[src/rtl/id_ex_stage_pkg.sv]
// Shared ALU function codes, opcode constants and decode types for the ID/EX stage.
package id_ex_stage_pkg;

   localparam logic [3:0] ALU_ADD  = 4'd0;
   localparam logic [3:0] ALU_SUB  = 4'd1;
   localparam logic [3:0] ALU_AND  = 4'd2;
   localparam logic [3:0] ALU_OR   = 4'd3;
   localparam logic [3:0] ALU_XOR  = 4'd4;
   localparam logic [3:0] ALU_SLL  = 4'd5;
   localparam logic [3:0] ALU_SRL  = 4'd6;
   localparam logic [3:0] ALU_SRA  = 4'd7;
   localparam logic [3:0] ALU_SLT  = 4'd8;
   localparam logic [3:0] ALU_SLTU = 4'd9;

   localparam logic [6:0] OP_R  = 7'b0110011;
   localparam logic [6:0] OP_I  = 7'b0010011;
   localparam logic [6:0] OP_LD = 7'b0000011;
   localparam logic [6:0] OP_ST = 7'b0100011;
   localparam logic [6:0] OP_BR = 7'b1100011;

   localparam logic [2:0] F3_DWORD = 3'b011;
   localparam logic [2:0] F3_BEQ   = 3'b000;

   typedef enum logic [1:0] {
      IMM_NONE = 2'd0,
      IMM_I    = 2'd1,
      IMM_S    = 2'd2,
      IMM_B    = 2'd3
   } imm_sel_e;

   typedef struct packed {
      logic reg_write;
      logic mem_read;
      logic mem_write;
      logic branch;
      logic illegal;
   } ctrl_t;

endpackage

[src/rtl/id_ex_stage_imm_gen.sv]
// imm_gen: sign-extends the I/S/B immediate selected by decode; purely combinational.
// No latency, no flow control.
module imm_gen
   import id_ex_stage_pkg::*;
#(
   parameter int XLEN = 64
) (
   input  logic [31:0]     instr,
   input  imm_sel_e        imm_sel,
   output logic [XLEN-1:0] imm
);

   // Opcode and rs1/funct3 bits never carry immediate data.
   logic unused_bits;
   assign unused_bits = ^{instr[19:12], instr[6:0]};

   always_comb begin
      imm = '0;
      case (imm_sel)
         IMM_I:   imm = {{(XLEN-12){instr[31]}}, instr[31:20]};
         IMM_S:   imm = {{(XLEN-12){instr[31]}}, instr[31:25], instr[11:7]};
         IMM_B:   imm = {{(XLEN-13){instr[31]}}, instr[31], instr[7], instr[30:25], instr[11:8], 1'b0};
         default: imm = '0;
      endcase
   end

endmodule

[src/rtl/id_ex_stage.sv]
// id_ex_stage: RV64I-subset decode and ID/EX pipeline register feeding the 64-bit ALU.
// 1-cycle latency; stall holds the slot, flush or an empty input slot loads a bubble.
module id_ex_stage
   import id_ex_stage_pkg::*;
#(
   parameter int XLEN = 64,
   parameter int ILEN = 32
) (
   input  logic            clk,
   input  logic            rst,
   input  logic            in_valid,
   input  logic [ILEN-1:0] in_instr,
   input  logic [XLEN-1:0] in_pc,
   input  logic [XLEN-1:0] rs1_data,
   input  logic [XLEN-1:0] rs2_data,
   input  logic            stall,
   input  logic            flush,
   output logic            ex_valid,
   output logic [XLEN-1:0] ex_pc,
   output logic [XLEN-1:0] ex_op_a,
   output logic [XLEN-1:0] ex_op_b,
   output logic [XLEN-1:0] ex_rs2_data,
   output logic [XLEN-1:0] ex_imm,
   output logic [3:0]      ex_alu_sel,
   output logic [4:0]      ex_rd,
   output logic            ex_reg_write,
   output logic            ex_mem_read,
   output logic            ex_mem_write,
   output logic            ex_branch,
   output logic            ex_illegal
);

   logic [6:0] opcode;
   logic [2:0] funct3;
   logic [6:0] funct7;
   logic [5:0] funct6;
   logic [4:0] rd_field;

   assign opcode   = in_instr[6:0];
   assign rd_field = in_instr[11:7];
   assign funct3   = in_instr[14:12];
   assign funct7   = in_instr[31:25];
   assign funct6   = in_instr[31:26];

   logic            legal;
   logic            writes_rd;
   logic            use_imm;
   logic            mem_read_d;
   logic            mem_write_d;
   logic            branch_d;
   logic [3:0]      alu_sel_d;
   imm_sel_e        imm_sel_d;
   logic [XLEN-1:0] imm_d;
   ctrl_t           ctrl_d;
   ctrl_t           ctrl_q;

   always_comb begin
      legal       = 1'b0;
      writes_rd   = 1'b0;
      use_imm     = 1'b0;
      mem_read_d  = 1'b0;
      mem_write_d = 1'b0;
      branch_d    = 1'b0;
      alu_sel_d   = ALU_ADD;
      imm_sel_d   = IMM_NONE;

      case (opcode)
         OP_R: begin
            legal     = 1'b1;
            writes_rd = 1'b1;
            case ({funct7, funct3})
               {7'b0000000, 3'b000}: alu_sel_d = ALU_ADD;
               {7'b0100000, 3'b000}: alu_sel_d = ALU_SUB;
               {7'b0000000, 3'b001}: alu_sel_d = ALU_SLL;
               {7'b0000000, 3'b010}: alu_sel_d = ALU_SLT;
               {7'b0000000, 3'b011}: alu_sel_d = ALU_SLTU;
               {7'b0000000, 3'b100}: alu_sel_d = ALU_XOR;
               {7'b0000000, 3'b101}: alu_sel_d = ALU_SRL;
               {7'b0100000, 3'b101}: alu_sel_d = ALU_SRA;
               {7'b0000000, 3'b110}: alu_sel_d = ALU_OR;
               {7'b0000000, 3'b111}: alu_sel_d = ALU_AND;
               default:              legal     = 1'b0;
            endcase
         end
         OP_I: begin
            legal     = 1'b1;
            writes_rd = 1'b1;
            use_imm   = 1'b1;
            imm_sel_d = IMM_I;
            case (funct3)
               3'b000: alu_sel_d = ALU_ADD;
               3'b010: alu_sel_d = ALU_SLT;
               3'b011: alu_sel_d = ALU_SLTU;
               3'b100: alu_sel_d = ALU_XOR;
               3'b110: alu_sel_d = ALU_OR;
               3'b111: alu_sel_d = ALU_AND;
               3'b001: begin
                  alu_sel_d = ALU_SLL;
                  legal     = (funct6 == 6'b000000);
               end
               3'b101: begin
                  // RV64 shamt is 6 bits, so funct6 (not funct7) selects srli/srai.
                  alu_sel_d = funct6[4] ? ALU_SRA : ALU_SRL;
                  legal     = (funct6 == 6'b000000) || (funct6 == 6'b010000);
               end
               default: legal = 1'b0;
            endcase
         end
         OP_LD: begin
            if (funct3 == F3_DWORD) begin
               legal      = 1'b1;
               writes_rd  = 1'b1;
               use_imm    = 1'b1;
               imm_sel_d  = IMM_I;
               mem_read_d = 1'b1;
            end
         end
         OP_ST: begin
            if (funct3 == F3_DWORD) begin
               legal       = 1'b1;
               use_imm     = 1'b1;
               imm_sel_d   = IMM_S;
               mem_write_d = 1'b1;
            end
         end
         OP_BR: begin
            if (funct3 == F3_BEQ) begin
               legal     = 1'b1;
               alu_sel_d = ALU_SUB;
               imm_sel_d = IMM_B;
               branch_d  = 1'b1;
            end
         end
         default: legal = 1'b0;
      endcase

      // Unsupported encodings travel down the pipe as a harmless ADD with no side effects.
      if (!legal) begin
         writes_rd   = 1'b0;
         use_imm     = 1'b0;
         mem_read_d  = 1'b0;
         mem_write_d = 1'b0;
         branch_d    = 1'b0;
         alu_sel_d   = ALU_ADD;
         imm_sel_d   = IMM_NONE;
      end
   end

   imm_gen #(
      .XLEN (XLEN)
   ) u_imm_gen (
      .instr   (in_instr),
      .imm_sel (imm_sel_d),
      .imm     (imm_d)
   );

   always_comb begin
      ctrl_d           = '0;
      ctrl_d.reg_write = writes_rd && (rd_field != 5'd0);
      ctrl_d.mem_read  = mem_read_d;
      ctrl_d.mem_write = mem_write_d;
      ctrl_d.branch    = branch_d;
      ctrl_d.illegal   = !legal;
   end

   always_ff @(posedge clk) begin
      if (rst || flush || (!stall && !in_valid)) begin
         ex_valid    <= 1'b0;
         ex_pc       <= '0;
         ex_op_a     <= '0;
         ex_op_b     <= '0;
         ex_rs2_data <= '0;
         ex_imm      <= '0;
         ex_alu_sel  <= ALU_ADD;
         ex_rd       <= '0;
         ctrl_q      <= '0;
      end else if (!stall) begin
         ex_valid    <= 1'b1;
         ex_pc       <= in_pc;
         ex_op_a     <= rs1_data;
         ex_op_b     <= use_imm ? imm_d : rs2_data;
         ex_rs2_data <= rs2_data;
         ex_imm      <= imm_d;
         ex_alu_sel  <= alu_sel_d;
         ex_rd       <= writes_rd ? rd_field : 5'd0;
         ctrl_q      <= ctrl_d;
      end
   end

   assign ex_reg_write = ctrl_q.reg_write;
   assign ex_mem_read  = ctrl_q.mem_read;
   assign ex_mem_write = ctrl_q.mem_write;
   assign ex_branch    = ctrl_q.branch;
   assign ex_illegal   = ctrl_q.illegal;

endmodule

[config.mk]
export PLATFORM = sky130hd
export DESIGN_NAME = id_ex_stage
export DESIGN_NICKNAME = d
export VERILOG_FILES = /design/src/rtl/id_ex_stage_pkg.sv /design/src/rtl/id_ex_stage_imm_gen.sv /design/src/rtl/id_ex_stage.sv
export SDC_FILE = /design/constraint.sdc
export NUM_CORES = 1
export LEC_CHECK = 0
export ABC_AREA = 0
export CORE_AREA = 2 2 217 219
export CTS_BUF_LIST = sky130_fd_sc_hd__clkbuf_8
export DETAILED_ROUTE_END_ITERATION = 10
export DIE_AREA = 0 0 219 221
export GPL_TIMING_DRIVEN = 0
export PLACE_DENSITY_LB_ADDON = 0.25
export RECOVER_POWER = 25
export SYNTH_ARGS = -nofsm -noshare
export SYNTH_HDL_FRONTEND = slang
export SYNTH_SLANG_ARGS = --single-unit
[constraint.sdc]
create_clock -name clk -period 3.4 [get_ports clk]
set_input_delay 0.68 -clock clk [delete_from_list [all_inputs] [get_ports clk]]
set_output_delay 0.68 -clock clk [all_outputs]
set_load 0.01 [all_outputs]
==> results of run 1 <==
-- state kept, by name (all words and copies together), names as in the netlist --
signal        cells
ex_imm           13
ex_mem_read       1
ex_valid          1
ex_reg_write      1
ex_mem_write      1
ex_alu_sel        4
ex_op_a          64
ex_rs2_data      64
ex_pc            64
ex_rd             5
ex_illegal        1
ex_op_b          64
ex_branch         1
-- power by group through the flow --
stage	registers [mW]	clock network [mW]	logic (mW)
6_report	3.46	3.37	0.940
5_1_grt	3.47	3.66	1.01
4_1_cts	3.46	3.49	0.971
3_5_place_dp	3.53	0	0.966
3_3_place_gp	3.53	0	0.958
2_1_floorplan	3.57	0	0.335
-- worst register-to-register path: stages (launching register included) --
cell     delay (ns)
dfxtp_2        0.92
nand2_1        0.12
o21a_1         0.13
nor2_1         0.07
-- worst max path at each step --
stage	from	end	slack, ns	cells past startpoint
6_report	in_instr[26]	ex_op_b[53]	0.25	9
5_1_grt	in_instr[26]	ex_op_b[53]	0.09	9
4_1_cts	in_instr[26]	ex_op_b[9]	0.08	9
3_5_place_dp	in_instr[26]	ex_op_b[9]	-0.70	9
3_3_place_gp	in_instr[26]	ex_op_b[8]	-0.70	9
2_1_floorplan	in_instr[26]	ex_op_b[13]	0.58	8
-- cells in the mapped netlist (all sizes together), types with 5 or more instances --
cell	instances	share of area (%)
nand3	61	2.8
or4b	5	0.45
o21ai	12	0.55
a21oi	16	0.73
nor3	8	0.36
nand2	76	2.6
inv	7	0.24
clkbuf	65	2.2
a32o	6	0.55
a22o	7	0.56
dfxtp	284	52
buf	73	4.6
a31oi	60	3.4
nor2	211	7.2
mux2i	200	18
nand3b	12	0.82
-- what timing repair did --
item	4_1_cts	5_1_grt
hold buffers	0	0
setup endpoints to repair	3	38
setup buffers	0	2
pin swaps	0	1
resized for setup	1	2
-- routing by layer --
metal | routed length, um | global-route usage (%) | vias to the layer above
met1 | 17900 | 20.4 | 5028
met5 | 0 | 0 | -
met4 | 1180 | 6.26 | 0
met2 | 22000 | 31.5 | 451
li1 | - | - | 5120
met3 | 4390 | 6.64 | 74
-- stage by stage --
step | std cells | TNS, ns | hold slack, ns | area (um^2)
finish | 2401 | 0 | 0.457 | 18400
detailed placement | 2305 | -60.41 | 0.451 | 17400
floorplan | 1141 | 0 | 0.474 | 11000
global placement | 2305 | -52.61 | 0.443 | 17400
CTS | 2397 | 0 | 0.462 | 18400
global route | 2400 | 0 | 0.482 | 18400
-- cell families after synthesis --
kind of cell           after synthesis  synth area share (%)
DFF                                284                  51.6
muxes                              200                  18.2
AOI/OAI and AO/OA                  116                  7.22
buffers and inverters              145                  7.05
and+or+nand+nor                    396                  15.9
-- final cells by class --
type                    count  area share [%]
diodes                      2          0.0271
plain buffers             138            4.08
clock buffers              65            4.85
clock inverters            27           0.963
inverters                   7           0.142
multi-input cells         712            24.7
flip-flops and latches    284            30.8
well taps                 607            4.12
repair buffers            559            30.3
==> results.cfg, run 1 <==
[status]
status = complete, no violations

[finish]
drive_gt1_share_pct = 8.26
nFillCells = 4642
final_cell_mix = 403 x clkdlybuf4s50_1, 283 x dfxtp_1, 211 x nor2_1, 200 x mux2i_1, 154 x dlygate4sd3_1
seqCellArea_um2 = 5690
multi_input_area_um2 = 4550
final_core_util_pct = 40.1
layout.cells.most_common = clkdlybuf4s50_1
fin_nets = 1983
syn2layout_area_growth_pct = 67.5

[sta]
slew_headroom_pct = 26.5
worst_slack_ns = 0.255
fmax_mhz = 318
finalSetupViolCount = 0
rsz0062_at_grt = no
skew_ns = 0
hold_viol = 0
fin_crit_sh_pct = 92.5
slew_viol_final = 0
worst_slew_pin_slew_ns = 1.10
final.min_clock_period_ns = 3.15

[detailed_routing]
drtIter0Drc = 613
post_drt_wl_per_cell_um = 18.9
route.final.wire_length_um = 45400
drt.antenna.violating_nets = 0
drc = 0
viasPerCell = 4.45
drt_first_pass_iters = 5
num_vias = 10700

[clock_tree]
clock-sinks = 284
cts_max_path_buffers = 3
cts_tree = done
clock_latency_ns = 0.61
h-tree-depth = 2
cts_buffers = 52
root_buffer = clkbuf_8
clkTransAtPathRegs_ns = 0.06

[power]
clock_power_share_pct = 43.4
ir_drop_mv = 0.291
power.density_nw_per_um2 = 421
total_power_mw = 7.77
switching_share_pct = 25.4
p_leak_nw = 7.74
pwr-share-comb_pct = 12.1
p_int_mw = 5.79
p_seq_share_pct = 44.5
switchingPower_mw = 1.97

[place]
gp_congestion = 0.822
io_buffer_count = 557
dp_hpwl_um = 35400
pre_cts_slack_ns = -0.695

[synthesis]
synthArstFlopShare_pct = 0
seq_area_frac_synth_pct = 51.6
mappedNetlistArea_um2 = 11000
ys_ff_latch = 284
synth_edf_count = 0
syn-num-nets = 1370
yosysUniqueCellTypes = 45
synth_ff_type = dfxtp_1
synth_area_per_cell_um2 = 9.66
yosys_warnings = 0
synth_cells = 1141

[critical_path]
path_max_fanout = 10
arrival_ns = 3.61
path_class = input pin to flop
startpoint_type = input pin
regToRegEndpoint = ex_imm[62]
end_kind = flop
worst_r2r_path_depth = 3
reg2reg_slack_ns = 2.08
max_stage_delay_ns = 0.60
timing.rr.start = ex_imm[62]
critPathTopFamily = simple AND/OR/NAND/NOR gates
crit_slowest_cell = or4_4
cp_cell_sequence = clkdlybuf4s50_1, or4_4, nor3_1, nor4b_1, o21bai_1, clkbuf_2, clkbuf_1, nand3_1, a31oi_1
critPathBufInv = 3
critPathRequiredTime_ns = 3.86

[floorplan]
ios = 564
core_area_um2 = 46100
fp.dieW_um = 219
start_util_pct = 23.9
die_h_um = 221
die-area_um2 = 48400
rows = 79

[worst_hold_path]
hold-path-cell-count = 2
hold_path.class = flop to flop
min_from = ex_imm[6]
hold_path_end = ex_imm[6]

[global_routing]
grt_pass1_wl_um = 66900
grt_overflow_total = 0
grt_max_degree = 54
grt_pass1_vias = 10900
grt_usage_pct = 18.2
antenna_found_initial = 1

[run]
cap_violations = 0
Note: power is estimated with default switching activity, not from simulation.
==> run 2, diff against run 1 <==
--- a/config.mk
+++ b/config.mk
@@ -12,7 +12,7 @@
 export DIE_AREA = 0 0 219 221
 export GPL_TIMING_DRIVEN = 0
 export PLACE_DENSITY_LB_ADDON = 0.25
-export RECOVER_POWER = 25
+export RECOVER_POWER = 50
 export SYNTH_ARGS = -nofsm -noshare
 export SYNTH_HDL_FRONTEND = slang
 export SYNTH_SLANG_ARGS = --single-unit
==> run 2 against run 1 <==
Net effect:
- clock power about the same
- total power decreased by 0.23%
- sequential power about the same
- largest cell class unchanged
==> results.cfg, run 2 (synthesis results as in run 1) <==
[detailed_routing]
drtIter0Drc = 615
route.final.wire_length_um = 45500
num_vias = 10700
drc = 0
post_drt_wl_per_cell_um = 18.9
drt_first_pass_iters = 5
drt.antenna.violating_nets = 0
viasPerCell = 4.44

[floorplan]
die-area_um2 = 48400
rows = 79
die_h_um = 221
ios = 564
fp.dieW_um = 219
core_area_um2 = 46100
start_util_pct = 23.9

[sta]
finalSetupViolCount = 0
fin_crit_sh_pct = 95.5
skew_ns = 0
slew_viol_final = 0
slew_headroom_pct = 26.2
hold_ws_ns = 0.458
hold_viol = 0
fin_setup_tns_ns = 0
worst_slew_pin_slew_ns = 1.11
final.min_clock_period_ns = 3.25
worst_slack_ns = 0.152
fmax_mhz = 308
rsz0062_at_grt = no

[global_routing]
grt_pass1_vias = 10900
grt_overflow_total = 0
grt_usage_pct = 18.2
antenna_found_initial = 1
grt_pass1_wl_um = 66900
grt_max_degree = 54

[place]
gp_congestion = 0.822
io_buffer_count = 557
dp_hpwl_um = 35400
pre_cts_slack_ns = -0.695
dp.cells = 2305

[worst_hold_path]
hold_path.class = flop to flop
min_from = ex_imm[6]

[finish]
seqCellArea_um2 = 5690
drive_gt1_share_pct = 8.20
final_cell_mix = 283 x dfxtp_1, 283 x dlygate4sd3_1, 274 x clkdlybuf4s50_1, 211 x nor2_1, 200 x mux2i_1
multi_input_area_um2 = 4550
nFillCells = 4642
fin_nets = 1983
syn2layout_area_growth_pct = 67.4
stdcell_count = 2401

[critical_path]
arrival_ns = 3.77
critPathBufInv = 4
crit_slowest_cell = or4_4
worst_r2r_path_depth = 3
crit_path_start = in_instr[26]
crit_cells = 10
regToRegEndpoint = ex_imm[62]
cp_cell_sequence = clkdlybuf4s50_1, or4_4, o311a_4, o32ai_4, clkbuf_1, nand2_2, or3_1, buf_4, buf_6, a31oi_1
timing.rr.start = ex_imm[62]
max_stage_delay_ns = 0.60
path_class = input pin to flop
critPathTopFamily = buffers and inverters
endpoint = ex_op_b[52]
startpoint_type = input pin
critPathRequiredTime_ns = 3.92
path_max_fanout = 10
reg2reg_slack_ns = 2.07
end_kind = flop

[clock_tree]
cts_tree = done
clock-sinks = 284
root_buffer = clkbuf_8
cts_buffers = 52
ctsHoldBuffers = 0
clkTransAtPathRegs_ns = 0.06
clock_latency_ns = 0.61
h-tree-depth = 2
cts_max_path_buffers = 3

[run]
cap_violations = 0

[status]
status = complete, no violations

[power]
ir_drop_mv = 0.291
power.density_nw_per_um2 = 420
p_leak_nw = 8.15
-- run 2: changes by cell type in the layout (fill, tap and decap cells not counted), sizes merged --
| cell | before | now |
|---|---|---|
| clkbuf | 130 | 133 |
| dlygate4sd3 | 154 | 283 |
| clkdlybuf4s50 | 403 | 274 |
| buf | 75 | 72 |
-- run 2: cell type report --
type,count,area share [%]
clock inverter,27,0.963
clock buffer,65,4.85
tap,607,4.12
sequential,284,30.8
buffer,138,4.08
timing repair buffer,559,30.3
multi-input combinational,712,24.7
antenna,2,0.0271
inverter,7,0.142
-- run 2: what timing repair did --
action,CTS,global route
pin swaps,0,1
endpoints found under the setup margin,3,38
buffers inserted,0,2
gates resized for setup,1,2
-- run 2: power breakdown --
part / internal [mW] / switching, mW
clock: 1.87 / 1.50
combinational: 0.495 / 0.431
sequential: 3.41 / 0.0431
-- run 2: tightest hold or removal path, delay by kind of cell, from the launching register on --
kind	cells	cell delay, ns
flip-flops	1	0.31
AO/OA/AOI/OAI	1	0.05
AND/OR/NAND/NOR	1	0.06
-- run 2: per-layer routing --
layer	GRT usage [%]	share of wire, %
met5	0	0
met4	6.26	2.6
met3	6.64	10
met2	31.5	48
met1	20.4	39
-- run 2: stage by stage --
stage / util (%) / total power [mW] / instance area, um^2
final: 40.0 / 7.75 / 18400
after floorplan: - / 3.90 / 11000
after global routing: 40.0 / 8.13 / 18400
after CTS: 40.0 / 7.93 / 18400
after global placement: 37.7 / 4.49 / 17400
after detailed placement: 37.7 / 4.50 / 17400
-- run 2: how the worst min path moves through the flow --
| stage | end | slack (ns) | cells past startpoint |
|---|---|---|---|
| global placement | ex_valid | 0.44 | 2 |
| finish | ex_imm[6] | 0.46 | 2 |
| global route | ex_imm[6] | 0.48 | 2 |
| detailed placement | ex_valid | 0.45 | 2 |
| CTS | ex_valid | 0.46 | 2 |
| floorplan | ex_valid | 0.47 | 2 |
